## src/rtl/ram_dp_arbiter.sv

```systemverilog
// Two-requester arbiter in front of a simple dual-port RAM (one write port,
// one read port with 2-cycle read latency). Each RAM port is arbitrated
// independently by round-robin. A read that hits the address of a write
// accepted in the same cycle is held off one cycle so it returns new data.
module ram_dp_arbiter #(
  parameter int RAM_WIDTH = 8,
  parameter int RAM_DEPTH = 1024,
  localparam int AW = $clog2(RAM_DEPTH)
) (
  input  logic                   clk,
  input  logic                   rst_n,
  input  logic [1:0]             req_valid,
  input  logic [1:0]             req_we,
  input  logic [2*AW-1:0]        req_addr,
  input  logic [2*RAM_WIDTH-1:0] req_wdata,
  input  logic [2*RAM_WIDTH-1:0] req_wmask,
  output logic [1:0]             req_ready,
  output logic [1:0]             rsp_valid,
  output logic [RAM_WIDTH-1:0]   rsp_data,
  output logic [AW-1:0]          ram_addr_wr,
  output logic [AW-1:0]          ram_addr_rd,
  output logic [RAM_WIDTH-1:0]   ram_data_in,
  output logic [RAM_WIDTH-1:0]   ram_enb_wr,
  input  logic [RAM_WIDTH-1:0]   ram_data_out
);

  // Per-requester views of the packed command buses.
  logic [AW-1:0]        addr_slice  [2];
  logic [RAM_WIDTH-1:0] wdata_slice [2];
  logic [RAM_WIDTH-1:0] wmask_slice [2];

  // Arbitration state: id of the requester granted last on each port.
  logic wr_last_reg;
  logic rd_last_reg;

  // Read response tag pipeline (valid + requester id), two stages deep to
  // line up with the RAM read latency.
  logic s1_valid_reg;
  logic s1_id_reg;
  logic s2_valid_reg;
  logic s2_id_reg;

  logic [1:0]    wr_cand;
  logic [1:0]    wr_gnt;
  logic          wr_sel;
  logic [AW-1:0] wr_addr;
  logic [1:0]    rd_conflict;
  logic [1:0]    rd_cand;
  logic [1:0]    rd_gnt;
  logic          rd_sel;

  genvar gi;
  generate
    for (gi = 0; gi < 2; gi++) begin : g_req
      assign addr_slice[gi]  = req_addr[gi*AW +: AW];
      assign wdata_slice[gi] = req_wdata[gi*RAM_WIDTH +: RAM_WIDTH];
      assign wmask_slice[gi] = req_wmask[gi*RAM_WIDTH +: RAM_WIDTH];
      // A read colliding with this cycle's accepted write must wait a cycle.
      assign rd_conflict[gi] = (|wr_gnt) && (addr_slice[gi] == wr_addr);
    end
  endgenerate

  // Write port round-robin: under contention, grant the requester not granted last.
  always_comb begin
    wr_cand = req_valid & req_we;
    wr_gnt  = wr_cand;
    if (wr_cand == 2'b11) begin
      wr_gnt = wr_last_reg ? 2'b01 : 2'b10;
    end
    wr_sel  = wr_gnt[1];
    wr_addr = addr_slice[wr_sel];
  end

  // Read port round-robin among reads not blocked by a same-address write.
  always_comb begin
    rd_cand = req_valid & ~req_we & ~rd_conflict;
    rd_gnt  = rd_cand;
    if (rd_cand == 2'b11) begin
      rd_gnt = rd_last_reg ? 2'b01 : 2'b10;
    end
    rd_sel = rd_gnt[1];
  end

  // RAM-side drive and handshake; everything is held quiet during reset.
  always_comb begin
    req_ready   = rst_n ? (wr_gnt | rd_gnt) : 2'b00;
    ram_addr_wr = wr_addr;
    ram_data_in = wdata_slice[wr_sel];
    ram_enb_wr  = (rst_n && (|wr_gnt)) ? wmask_slice[wr_sel] : '0;
    ram_addr_rd = addr_slice[rd_sel];
    rsp_valid   = {s2_valid_reg & s2_id_reg, s2_valid_reg & ~s2_id_reg};
    rsp_data    = ram_data_out;
  end

  // Priority pointers remember the last granted id; reset favours requester 0.
  always_ff @(posedge clk or negedge rst_n) begin
    if (!rst_n) begin
      wr_last_reg <= 1'b1;
      rd_last_reg <= 1'b1;
    end else begin
      if (|wr_gnt) wr_last_reg <= wr_sel;
      if (|rd_gnt) rd_last_reg <= rd_sel;
    end
  end

  // Tag pipeline carrying each accepted read to its response cycle.
  always_ff @(posedge clk or negedge rst_n) begin
    if (!rst_n) begin
      s1_valid_reg <= 1'b0;
      s1_id_reg    <= 1'b0;
      s2_valid_reg <= 1'b0;
      s2_id_reg    <= 1'b0;
    end else begin
      s1_valid_reg <= |rd_gnt;
      s1_id_reg    <= rd_sel;
      s2_valid_reg <= s1_valid_reg;
      s2_id_reg    <= s1_id_reg;
    end
  end

endmodule

```

## config.mk

```make
export PLATFORM = sky130hd
export DESIGN_NAME = ram_dp_arbiter
export DESIGN_NICKNAME = d
export VERILOG_FILES = /design/src/rtl/ram_dp_arbiter.sv
export SDC_FILE = /design/constraint.sdc
export NUM_CORES = 1
export LEC_CHECK = 0
export BUFFER_PORTS_ARGS = -buffer_cell sky130_fd_sc_hd__buf_2
export CAP_MARGIN = 40
export CORE_MARGIN = 5
export CORE_UTILIZATION = 33
export CTS_BUF_LIST = sky130_fd_sc_hd__clkbuf_16
export DETAILED_ROUTE_END_ITERATION = 8
export PLACE_DENSITY = 0.89
export SKIP_CTS_REPAIR_TIMING = 1
export SYNTH_ARGS = -nofsm -noshare
export SYNTH_HDL_FRONTEND = slang
export SYNTH_SLANG_ARGS = --single-unit
```

## constraint.sdc

```tcl
create_clock -name clk -period 4 [get_ports clk]
set_input_delay 1.2 -clock clk [delete_from_list [all_inputs] [get_ports clk]]
set_output_delay 1.2 -clock clk [all_outputs]
set_load 0.005 [all_outputs]
```

==> flow_summary_export.csv, run 1 <==
group,metric,value,unit
synthesis,ys_seq_area_share,16.0,%
clock_network,clkSlewWorstSetupHoldPaths,0.04,ns
drt,met2_length,1.82,mm
drt,postRouteAntennaNets,0,
place,hpwlAfterDp,2.73,mm
sta,hold_viol,0,
finish,nets,302,
power_and_ir_drop,netSwitchingFraction,28.6,%
place,dp_cells,262,
power_and_ir_drop,p_sw,0.113,mW
global_routing,grt_start_max_net_pins,27,
global_routing,grt_overflow,0,
drt,wirelength_met1,1.10,mm
synthesis,synth.avg_cell_area,6.63,sq um
worst_setup_path,worstReg2RegEnd,"s1_id_reg$_DFF_PN0_",
synthesis,synthFlopType,"dfrtp_1",
flow_run,drv_cap,0,
worst_setup_path,arrival,2.65,ns
drt,vias,1248,
drt,drt_iter0_markers,41,
synthesis,synth_edf_count,0,
power_and_ir_drop,seqPwrFrac,19.2,%
drt,highest-signal-layer,"met4",
worst_setup_path,cp_max_fo,12,
worst_setup_path,slowest_stage,"mux2_2",
synthesis,post-synth-top-count-cell,"nand2_1",
worst_setup_path,critPathBufInv,3,
run_status,status,"finished, final reports clean",
floorplanning,die_area,4070,sq um
floorplanning,die_h,63.8,um
worst_setup_path,path_delay_family,"buffers and inverters",
drt,drc,0,
sta,max_freq,260,MHz
clock_network,cts_tree,"done",
sta,tns,0,ns
drt,vias_per_cell,4.69,
synthesis,synth_seq_cells,6,
worst_setup_path,path_common_cell,"buf_2",
clock_network,h-tree-depth,1,
power_and_ir_drop,powerDensity,260,nW/um^2
worst_setup_path,path_cells,"buf_2 > a22o_2 > nand4_2 > nor3_4 > nor3b_2 > buf_12 > mux2_2 > buf_2",
sta,hold_ws,0.353,ns
synthesis,synth_cell_types,30,
synthesis,synth_area_leaders,"nand2_1 (28%), mux2_4 (13%), dfrtp_1 (10%)",
global_routing,grt_pass1_vias,1209,
global_routing,grt_pass1_wl,5.11,mm
clock_network,clock_sinks,6,
power_and_ir_drop,p_clk_share,42.2,%
global_routing,grt_antenna_before_repair,0,
sta,drv_slew,0,
drt,wire_per_inst,12.0,um
worst_setup_path,r2r_start,"rd_last_reg$_DFFE_PN1P_",
power_and_ir_drop,p_comb_share,38.6,%
place,gp_congestion,0.799,
synthesis,synth_top_area_cell,"nand2_1",
synthesis,synth_fp_nets,210,
finish,fillers,277,
finish,num_antenna_cells,0,
place,port_buffers,97,
clock_network,clk_latency,0.23,ns
finish,seq_area,153,sq um
synthesis,syn_area,955,sq um
drt,finalWirelength,3.20,mm
drt,first_pass_iters,4,
finish,area_growth,58.5,%
clock_network,cts_root_buffer,"clkbuf_16",
synthesis,netlist_top_cells_count,"nand2_1 (72), xnor2_1 (10), a21oi_1 (9), buf_4 (8), mux2_4 (8)",
sta,clock_skew,0.00381,ns
worst_setup_path,worst_r2r_path_depth,3,
power_and_ir_drop,p_leak,0.898,nW
worst_setup_path,startpoint_type,"input port",
drt,wl_met3,247,um
worst_setup_path,crit_path_start,"req_valid[0]",
sta,max-slew-margin-rel,79.4,%
synthesis,netlist.area_leader.share,28.3,%
global_routing,grt.total_usage,14.8,%
finish,fin_util,54.9,%
worst_setup_path,slowest_delay,0.33,ns
worst_setup_path,setup.worst_path.class,"in -> out",
finish,multi_input_area,711,sq um
finish,stdcell_count,266,
worst_setup_path,r2r_setup_slack,2.88,ns
worst_setup_path,crit_cells,8,
floorplanning,die_w,63.8,um
floorplanning,io_pins,114,
finish,drive_above_1_share,51.5,%
worst_setup_path,required,2.80,ns
floorplanning,core_area,2760,sq um
sta,rsz0062_at_grt,"no",
clock_network,cts_buffers,3,
clock_network,clockBufferDepth,2,
floorplanning,num_rows,19,
synthesis,netlist_instances,144,
power_and_ir_drop,p_int,0.281,mW
sta,post-route-min-period,3.85,ns
power_and_ir_drop,ir_drop,308,uV
worst_setup_path,crit_path_end_kind,"primary output",
synthesis,async_reset_ff_share,100,%
sta,setup_viol,0,
floorplanning,initial_utilization,34.6,%
sta,finalCritPeriodShare,96.3,%
hold_path,hold_path_class,"reg -> reg",
sta,worst_slew_pin_slew,0.308,ns
power_and_ir_drop,report.power.total,0.394,mW
synthesis,ys_warn_count,0,
hold_path,holdCritStartpoint,"s1_valid_reg$_DFF_PN0_",
worst_setup_path,crit_end,"ram_addr_rd[7]",
[worst reg2reg max path, stage by stage (launching register included)]
cell and delay (ns):
dfstp_2 0.55, nand3b_1 0.11, nor3b_2 0.19, buf_12 0.16
[cell type report]
| type | instances | share of cell area (%) |
|---|---|---|
| Multi-Input combinational cell | 123 | 47.0 |
| Timing Repair Buffer | 101 | 34.9 |
| Sequential cell | 6 | 10.1 |
| Clock buffer | 3 | 4.96 |
| Tap cell | 31 | 2.56 |
| Clock inverter | 1 | 0.248 |
| Inverter | 1 | 0.248 |
[kinds of logic after synthesis]
logic type,share of synthesized area [%]
simple gates,41.3
buf+inv,9.83
compound gates,8.78
xor+xnor,9.17
mux,14.9
flops,16.0
[power groups by stage]
stage,logic (mW),registers [mW],clock network (mW)
CTS,0.154,0.0755,0.170
floorplan,0.0828,0.0741,0
global placement,0.150,0.0755,0
detailed placement,0.154,0.0756,0
finish,0.152,0.0755,0.166
global route,0.170,0.0766,0.173
[metrics by stage]
stage	area, sq um	setup slack (ns)
5_1_grt	1510	0.0792
3_3_place_gp	1430	0.169
3_5_place_dp	1430	0.144
6_report	1510	0.147
2_1_floorplan	955	0.426
4_1_cts	1510	0.144
[routing by layer]
metal	vias up	GRT usage (%)
met5	-	0
met4	0	4.68
met3	3	2.80
met2	44	31.4
met1	561	13.4
li1	640	-
[worst min-delay path by stage]
stage	to	slack [ns]	depth (start not counted)
after floorplan	s2_id_reg$_DFF_PN0_	0.33	0
after global placement	s2_valid_reg$_DFF_PN0_	0.34	0
after detailed placement	s2_id_reg$_DFF_PN0_	0.34	0
after CTS	s2_id_reg$_DFF_PN0_	0.36	0
after global routing	s2_valid_reg$_DFF_PN0_	0.36	0
final	s2_valid_reg$_DFF_PN0_	0.35	0
[cell usage in the layout (no fill, tap or decap)]
cell and count:
a21boi_0 1, a21oi_1 9, a22o_2 1, and2_1 1, buf_12 1, buf_2 97, buf_4 3, clkbuf_16 3
dfrtp_1 4, dfstp_2 2, inv_1 2, mux2_2 2, mux2_4 8, nand2_1 72, nand2b_1 1, nand3_1 3
nand3b_1 1, nand4_1 1, nand4_2 1, nor2_1 1, nor2b_1 2, nor2b_2 1, nor3_1 1, nor3_4 1
nor3b_2 1, nor4_1 1, o21a_1 1, o21ai_0 1, o32ai_1 1, or2b_1 1, xnor2_1 10
Note: power is estimated with default switching activity, not from simulation.
==> run 2, diff against run 1 <==
--- a/config.mk
+++ b/config.mk
@@ -7,9 +7,8 @@
 export LEC_CHECK = 0
 export BUFFER_PORTS_ARGS = -buffer_cell sky130_fd_sc_hd__buf_2
 export CAP_MARGIN = 40
-export CORE_MARGIN = 5
+export CORE_MARGIN = 2
 export CORE_UTILIZATION = 33
-export CTS_BUF_LIST = sky130_fd_sc_hd__clkbuf_16
 export DETAILED_ROUTE_END_ITERATION = 8
 export PLACE_DENSITY = 0.89
 export SKIP_CTS_REPAIR_TIMING = 1
==> run 2 against run 1 <==
  * Count of clock-buffer cells in the layout grew 1
  * Die area shrank 18%
  * Sequential cell count is the same
  * Clock power shrank 63%
  * Power shrank 27%
  * Sequential power shrank 0.5%
  * Final area shrank 3.0%
  * First-iteration DRC count shrank 44%
  * Via count shrank 1.5%
  * Hold slack gained 0.0070 ns
  * Non-clock buffer count grew 1
  * Critical path type unchanged
  * Critical endpoint is now ram_addr_rd[8]
  * Largest cell class unchanged
==> flow_summary_export.csv, run 2 (synthesis results as in run 1) <==
group,metric,value,unit
run_status,status,"finished, final reports clean",
drt,vias_per_cell,4.60,
floorplanning,io_pins,114,
power_and_ir_drop,netSwitchingFraction,33.7,%
power_and_ir_drop,seqPwrFrac,26.2,%
clock_network,cts_buffers,3,
global_routing,grt_antenna_before_repair,0,
flow_run,drv_cap,0,
finish,seq_area,153,sq um
power_and_ir_drop,p_leak,0.875,nW
global_routing,grt_pass1_vias,1042,
floorplanning,num_rows,19,
place,hpwlAfterDp,2.32,mm
drt,postRouteAntennaNets,0,
power_and_ir_drop,p_int,0.190,mW
clock_network,clk_latency,0.24,ns
global_routing,grt.total_usage,15.6,%
clock_network,cts_root_buffer,"clkbuf_4",
finish,nets,303,
power_and_ir_drop,p_comb_share,52.7,%
finish,most-common-layout-cells,"buf_2 (97), nand2_1 (72), xnor2_1 (10)",
drt,vias,1229,
power_and_ir_drop,p_sw,0.0967,mW
sta,post-route-min-period,3.86,ns
sta,max_freq,259,MHz
drt,wire_per_inst,10.0,um
finish,drive_above_1_share,51.7,%
floorplanning,die_h,57.8,um
sta,max-slew-margin-rel,79.4,%
place,port_buffers,97,
power_and_ir_drop,report.power.total,0.287,mW
power_and_ir_drop,p_clk_share,21.1,%
sta,clock_skew,0.00878,ns
clock_network,h-tree-depth,1,
worst_setup_path,r2r_setup_slack,2.90,ns
sta,drv_slew,0,
worst_setup_path,setup.worst_path.class,"in -> out",
place,gp_congestion,0.705,
sta,worst_slew_pin_slew,0.309,ns
sta,rsz0062_at_grt,"no",
drt,finalWirelength,2.68,mm
finish,num_antenna_cells,0,
sta,finalCritPeriodShare,96.4,%
worst_setup_path,startpoint_type,"input port",
floorplanning,core_area,2760,sq um
finish,area_growth,53.7,%
finish,fillers,282,
finish,final_common_cell,"buf_2",
floorplanning,die_w,57.8,um
worst_setup_path,arrival,2.66,ns
finish,multi_input_area,711,sq um
worst_setup_path,crit_path_end_kind,"primary output",
clock_network,clock_sinks,6,
clock_network,cts_tree,"done",
drt,drt_iter0_markers,23,
power_and_ir_drop,powerDensity,195,nW/um^2
global_routing,grt_pass1_wl,4.28,mm
hold_path,hold_path_class,"reg -> reg",
sta,hold_viol,0,
clock_network,clkSlewWorstSetupHoldPaths,0.05,ns
drt,drc,0,
sta,setup_viol,0,
floorplanning,initial_utilization,34.6,%
floorplanning,die_area,3340,sq um
sta,tns,0,ns
worst_setup_path,cp_max_fo,12,
global_routing,grt_start_max_net_pins,19,
global_routing,grt_overflow,0,
power_and_ir_drop,ir_drop,209,uV
clock_network,clockBufferDepth,2,
worst_setup_path,required,2.80,ns
drt,first_pass_iters,4,
[run 2: layout make-up]
class	count	area share, %
multi-input cells	123	48.4
inverters	1	0.256
well taps	31	2.64
repair buffers	102	36.5
clock buffers	4	1.79
flip-flops and latches	6	10.4
[run 2: power groups by stage]
stage	combinational, mW	clock [mW]	sequential [mW]
2_1_floorplan	0.0828	0	0.0741
3_3_place_gp	0.150	0	0.0755
3_5_place_dp	0.153	0	0.0757
4_1_cts	0.153	0.0617	0.0753
5_1_grt	0.169	0.0668	0.0762
6_report	0.151	0.0606	0.0751
[run 2: worst max-delay path: stages]
cell	delay [ns]
buf_2	0.12
a22o_2	0.27
nand4_2	0.12
nor3_4	0.07
nor3b_2	0.23
buf_12	0.18
mux2_2	0.34
buf_2	0.12
[run 2: metrics by stage]
step | instances | util (%) | hold WS [ns] | setup WS [ns] | cell area, sq um
4_1_cts | 267 | 53.2 | 0.368 | 0.129 | 1470
6_report | 267 | 53.2 | 0.360 | 0.143 | 1470
5_1_grt | 267 | 53.2 | 0.383 | 0.0874 | 1470
3_5_place_dp | 263 | 52.3 | 0.354 | 0.130 | 1440
3_3_place_gp | 263 | 52.3 | 0.333 | 0.166 | 1440
2_1_floorplan | 144 | - | 0.331 | 0.426 | 955
[run 2: worst paths after layout]
check | from | endpoint | cells past startpoint
max | req_valid[0] | ram_addr_rd[8] | 8
min | s1_id_reg$_DFF_PN0_ | s2_id_reg$_DFF_PN0_ | 0
max reg2reg | rd_last_reg$_DFFE_PN1P_ | s1_id_reg$_DFF_PN0_ | 3
min reg2reg | s1_id_reg$_DFF_PN0_ | s2_id_reg$_DFF_PN0_ | 0
max in group asynchronous | rst_n | wr_last_reg$_DFFE_PN1N_ | 1
min in group asynchronous | rst_n | s1_valid_reg$_DFF_PN0_ | 1
[run 2: per-layer routing]
layer | GRT usage, % | routed length (um) | vias to the layer above
met5 | 0 | 0 | -
met4 | 3.99 | 25 | 0
met3 | 2.23 | 161 | 4
met2 | 29.5 | 1440 | 43
met1 | 18.2 | 1050 | 542
li1 | - | - | 640
==> run 3, diff against run 2 <==
--- a/config.mk
+++ b/config.mk
@@ -7,10 +7,11 @@
 export LEC_CHECK = 0
 export BUFFER_PORTS_ARGS = -buffer_cell sky130_fd_sc_hd__buf_2
 export CAP_MARGIN = 40
-export CORE_MARGIN = 2
-export CORE_UTILIZATION = 33
+export CORE_MARGIN = 8
+export CORE_UTILIZATION = 30
 export DETAILED_ROUTE_END_ITERATION = 8
-export PLACE_DENSITY = 0.89
+export PLACE_DENSITY = 0.85
+export SETUP_SLACK_MARGIN = 0.1
 export SKIP_CTS_REPAIR_TIMING = 1
 export SYNTH_ARGS = -nofsm -noshare
 export SYNTH_HDL_FRONTEND = slang
==> constraint.sdc (replaced) <==
create_clock -name clk -period 3.5 [get_ports clk]
set_input_delay 1.05 -clock clk [delete_from_list [all_inputs] [get_ports clk]]
set_output_delay 1.05 -clock clk [all_outputs]
set_load 0.005 [all_outputs]
==> run 3 against run 2 <==
  * Sequential power is 15% higher
  * Global-route usage is 2.7 points lower
  * The flow now finishes with violations (negative setup slack)
  * Sequential share of layout area is 1.6 points lower
==> flow_summary_export.csv, run 3 (synthesis results as in run 1) <==
group,metric,value,unit
power_and_ir_drop,p_comb_share,59.1,%
clock_network,cts_root_buffer,"clkbuf_4",
global_routing,grt_pass1_wl,5.62,mm
finish,postLayoutCellArea,1730,sq um
clock_network,clk_latency,0.24,ns
sta,max_freq,283,MHz
place,port_buffers,97,
floorplanning,initial_utilization,31.3,%
power_and_ir_drop,netSwitchingFraction,33.8,%
drt,vias,1310,
floorplanning,num_rows,20,
worst_setup_path,path_cells,"buf_6 > a22o_4 > nand4_4 > nor3_4 > nor3b_4 > clkbuf_16 > mux2_4 > buf_6",
clock_network,cts_tree,"done",
finish,num_antenna_cells,0,
global_routing,grt.total_usage,12.9,%
drt,wire_per_inst,13.4,um
worst_setup_path,path_common_cell,"buf_6",
finish,final_common_cell,"buf_2",
global_routing,grt_antenna_before_repair,0,
worst_setup_path,startpoint_type,"input port",
drt,drt_iter0_markers,50,
floorplanning,die_w,72.4,um
sta,clock_skew,0.0000488,ns
power_and_ir_drop,report.power.total,0.365,mW
floorplanning,core_area,3050,sq um
hold_path,holdCritStartpoint,"s1_valid_reg$_DFF_PN0_",
worst_setup_path,slowest_delay,0.30,ns
place,postPlaceCellArea,1500,sq um
worst_setup_path,critPathBufInv,3,
power_and_ir_drop,ir_drop,68.1,uV
sta,post-route-min-period,3.54,ns
worst_setup_path,crit_path_end_kind,"primary output",
worst_setup_path,cp_max_fo,6,
sta,max-slew-margin-rel,77.4,%
sta,hold_ws,0.351,ns
power_and_ir_drop,p_sw,0.123,mW
floorplanning,io_pins,114,
drt,vias_per_cell,4.58,
sta,setup_viol,8,
power_and_ir_drop,seqPwrFrac,23.6,%
run_status,status,"complete, but fails checks",
finish,nets,310,
power_and_ir_drop,p_leak,0.983,nW
sta,finalCritPeriodShare,101,%
drt,drc,0,
power_and_ir_drop,p_int,0.241,mW
global_routing,grt_overflow,0,
drt,finalWirelength,3.84,mm
worst_setup_path,arrival,2.49,ns
hold_path,hold_path_class,"reg -> reg",
worst_setup_path,setup.worst_path.class,"in -> out",
sta,worst_slew_pin_slew,0.339,ns
worst_setup_path,r2r_start,"rd_last_reg$_DFFE_PN1P_",
place,hpwlAfterDp,3.13,mm
finish,fillers,309,
clock_network,clkSlewWorstSetupHoldPaths,0.04,ns
power_and_ir_drop,p_clk_share,17.3,%
drt,postRouteAntennaNets,0,
power_and_ir_drop,powerDensity,211,nW/um^2
floorplanning,die_h,72.4,um
run_status,violations,"negative setup slack",
finish,most-common-layout-cells,"buf_2 (80), nand2_1 (72), buf_6 (15)",
place,gp_congestion,0.743,
sta,hold_viol,0,
global_routing,grt_start_max_net_pins,19,
drt,first_pass_iters,4,
sta,rsz0062_at_grt,"yes",
clock_network,h-tree-depth,1,
finish,area_growth,81.0,%
worst_setup_path,required,2.45,ns
worst_setup_path,crit_path_start,"req_we[0]",
floorplanning,die_area,5240,sq um
clock_network,cts_buffers,3,
worst_setup_path,path_delay_family,"simple AND/OR/NAND/NOR gates",
flow_run,drv_cap,0,
sta,worst_slack,-0.0397,ns
clock_network,clock_sinks,6,
place,place_ws,-0.0407,ns
finish,drive_above_1_share,55.0,%
sta,drv_slew,0,
worst_setup_path,slowest_stage,"mux2_4",
clock_network,clockBufferDepth,2,
global_routing,grt_pass1_vias,1361,
==> run 3: per-stage QoR <==
stage                     TNS [ns]  util [%]  cells
after floorplan                  0         -    144
after global placement     -0.0273      49.0    281
after detailed placement    -0.176      49.0    281
after CTS                   -0.191      49.7    284
after global routing        -0.914      56.6    286
final                       -0.167      56.6    286
==> run 3: final cells by class <==
class | instances | area (sq um) | share of cell area, %
inverters | 1 | 3.75 | 0.217
well taps | 44 | 55.1 | 3.19
clock buffers | 3 | 22.5 | 1.30
multi-input cells | 123 | 782 | 45.3
repair buffers | 109 | 712 | 41.2
flip-flops and latches | 6 | 153 | 8.83
==> run 3: power by group through the flow <==
stage	clock [mW]	combinational (mW)	sequential [mW]
floorplan	0	0.0947	0.0847
CTS	0.0657	0.183	0.0856
finish	0.0632	0.216	0.0860
detailed placement	0	0.183	0.0863
global route	0.0691	0.236	0.0865
global placement	0	0.179	0.0862
==> run 3: per-layer routing <==
layer | up-vias | GRT usage (%) | part of all wire, %
met3 | 10 | 3.72 | 7.9
met4 | 0 | 6.89 | 2.1
met2 | 51 | 26.6 | 57
met5 | - | 0 | 0
met1 | 593 | 10.4 | 33
li1 | 656 | - | -
==> run 3: final timing paths <==
| path | slack (ns) | cells past startpoint | to |
|---|---|---|---|
| hold / removal | 0.35 | 0 | s2_valid_reg$_DFF_PN0_ |
| setup / recovery | -0.04 | 8 | ram_addr_rd[6] |
| setup reg to reg | 2.34 | 3 | s1_id_reg$_DFF_PN0_ |
| hold reg to reg | 0.35 | 0 | s2_valid_reg$_DFF_PN0_ |
| min in group asynchronous | 0.64 | 1 | s2_id_reg$_DFF_PN0_ |
| max in group asynchronous | 2.63 | 1 | wr_last_reg$_DFFE_PN1N_ |
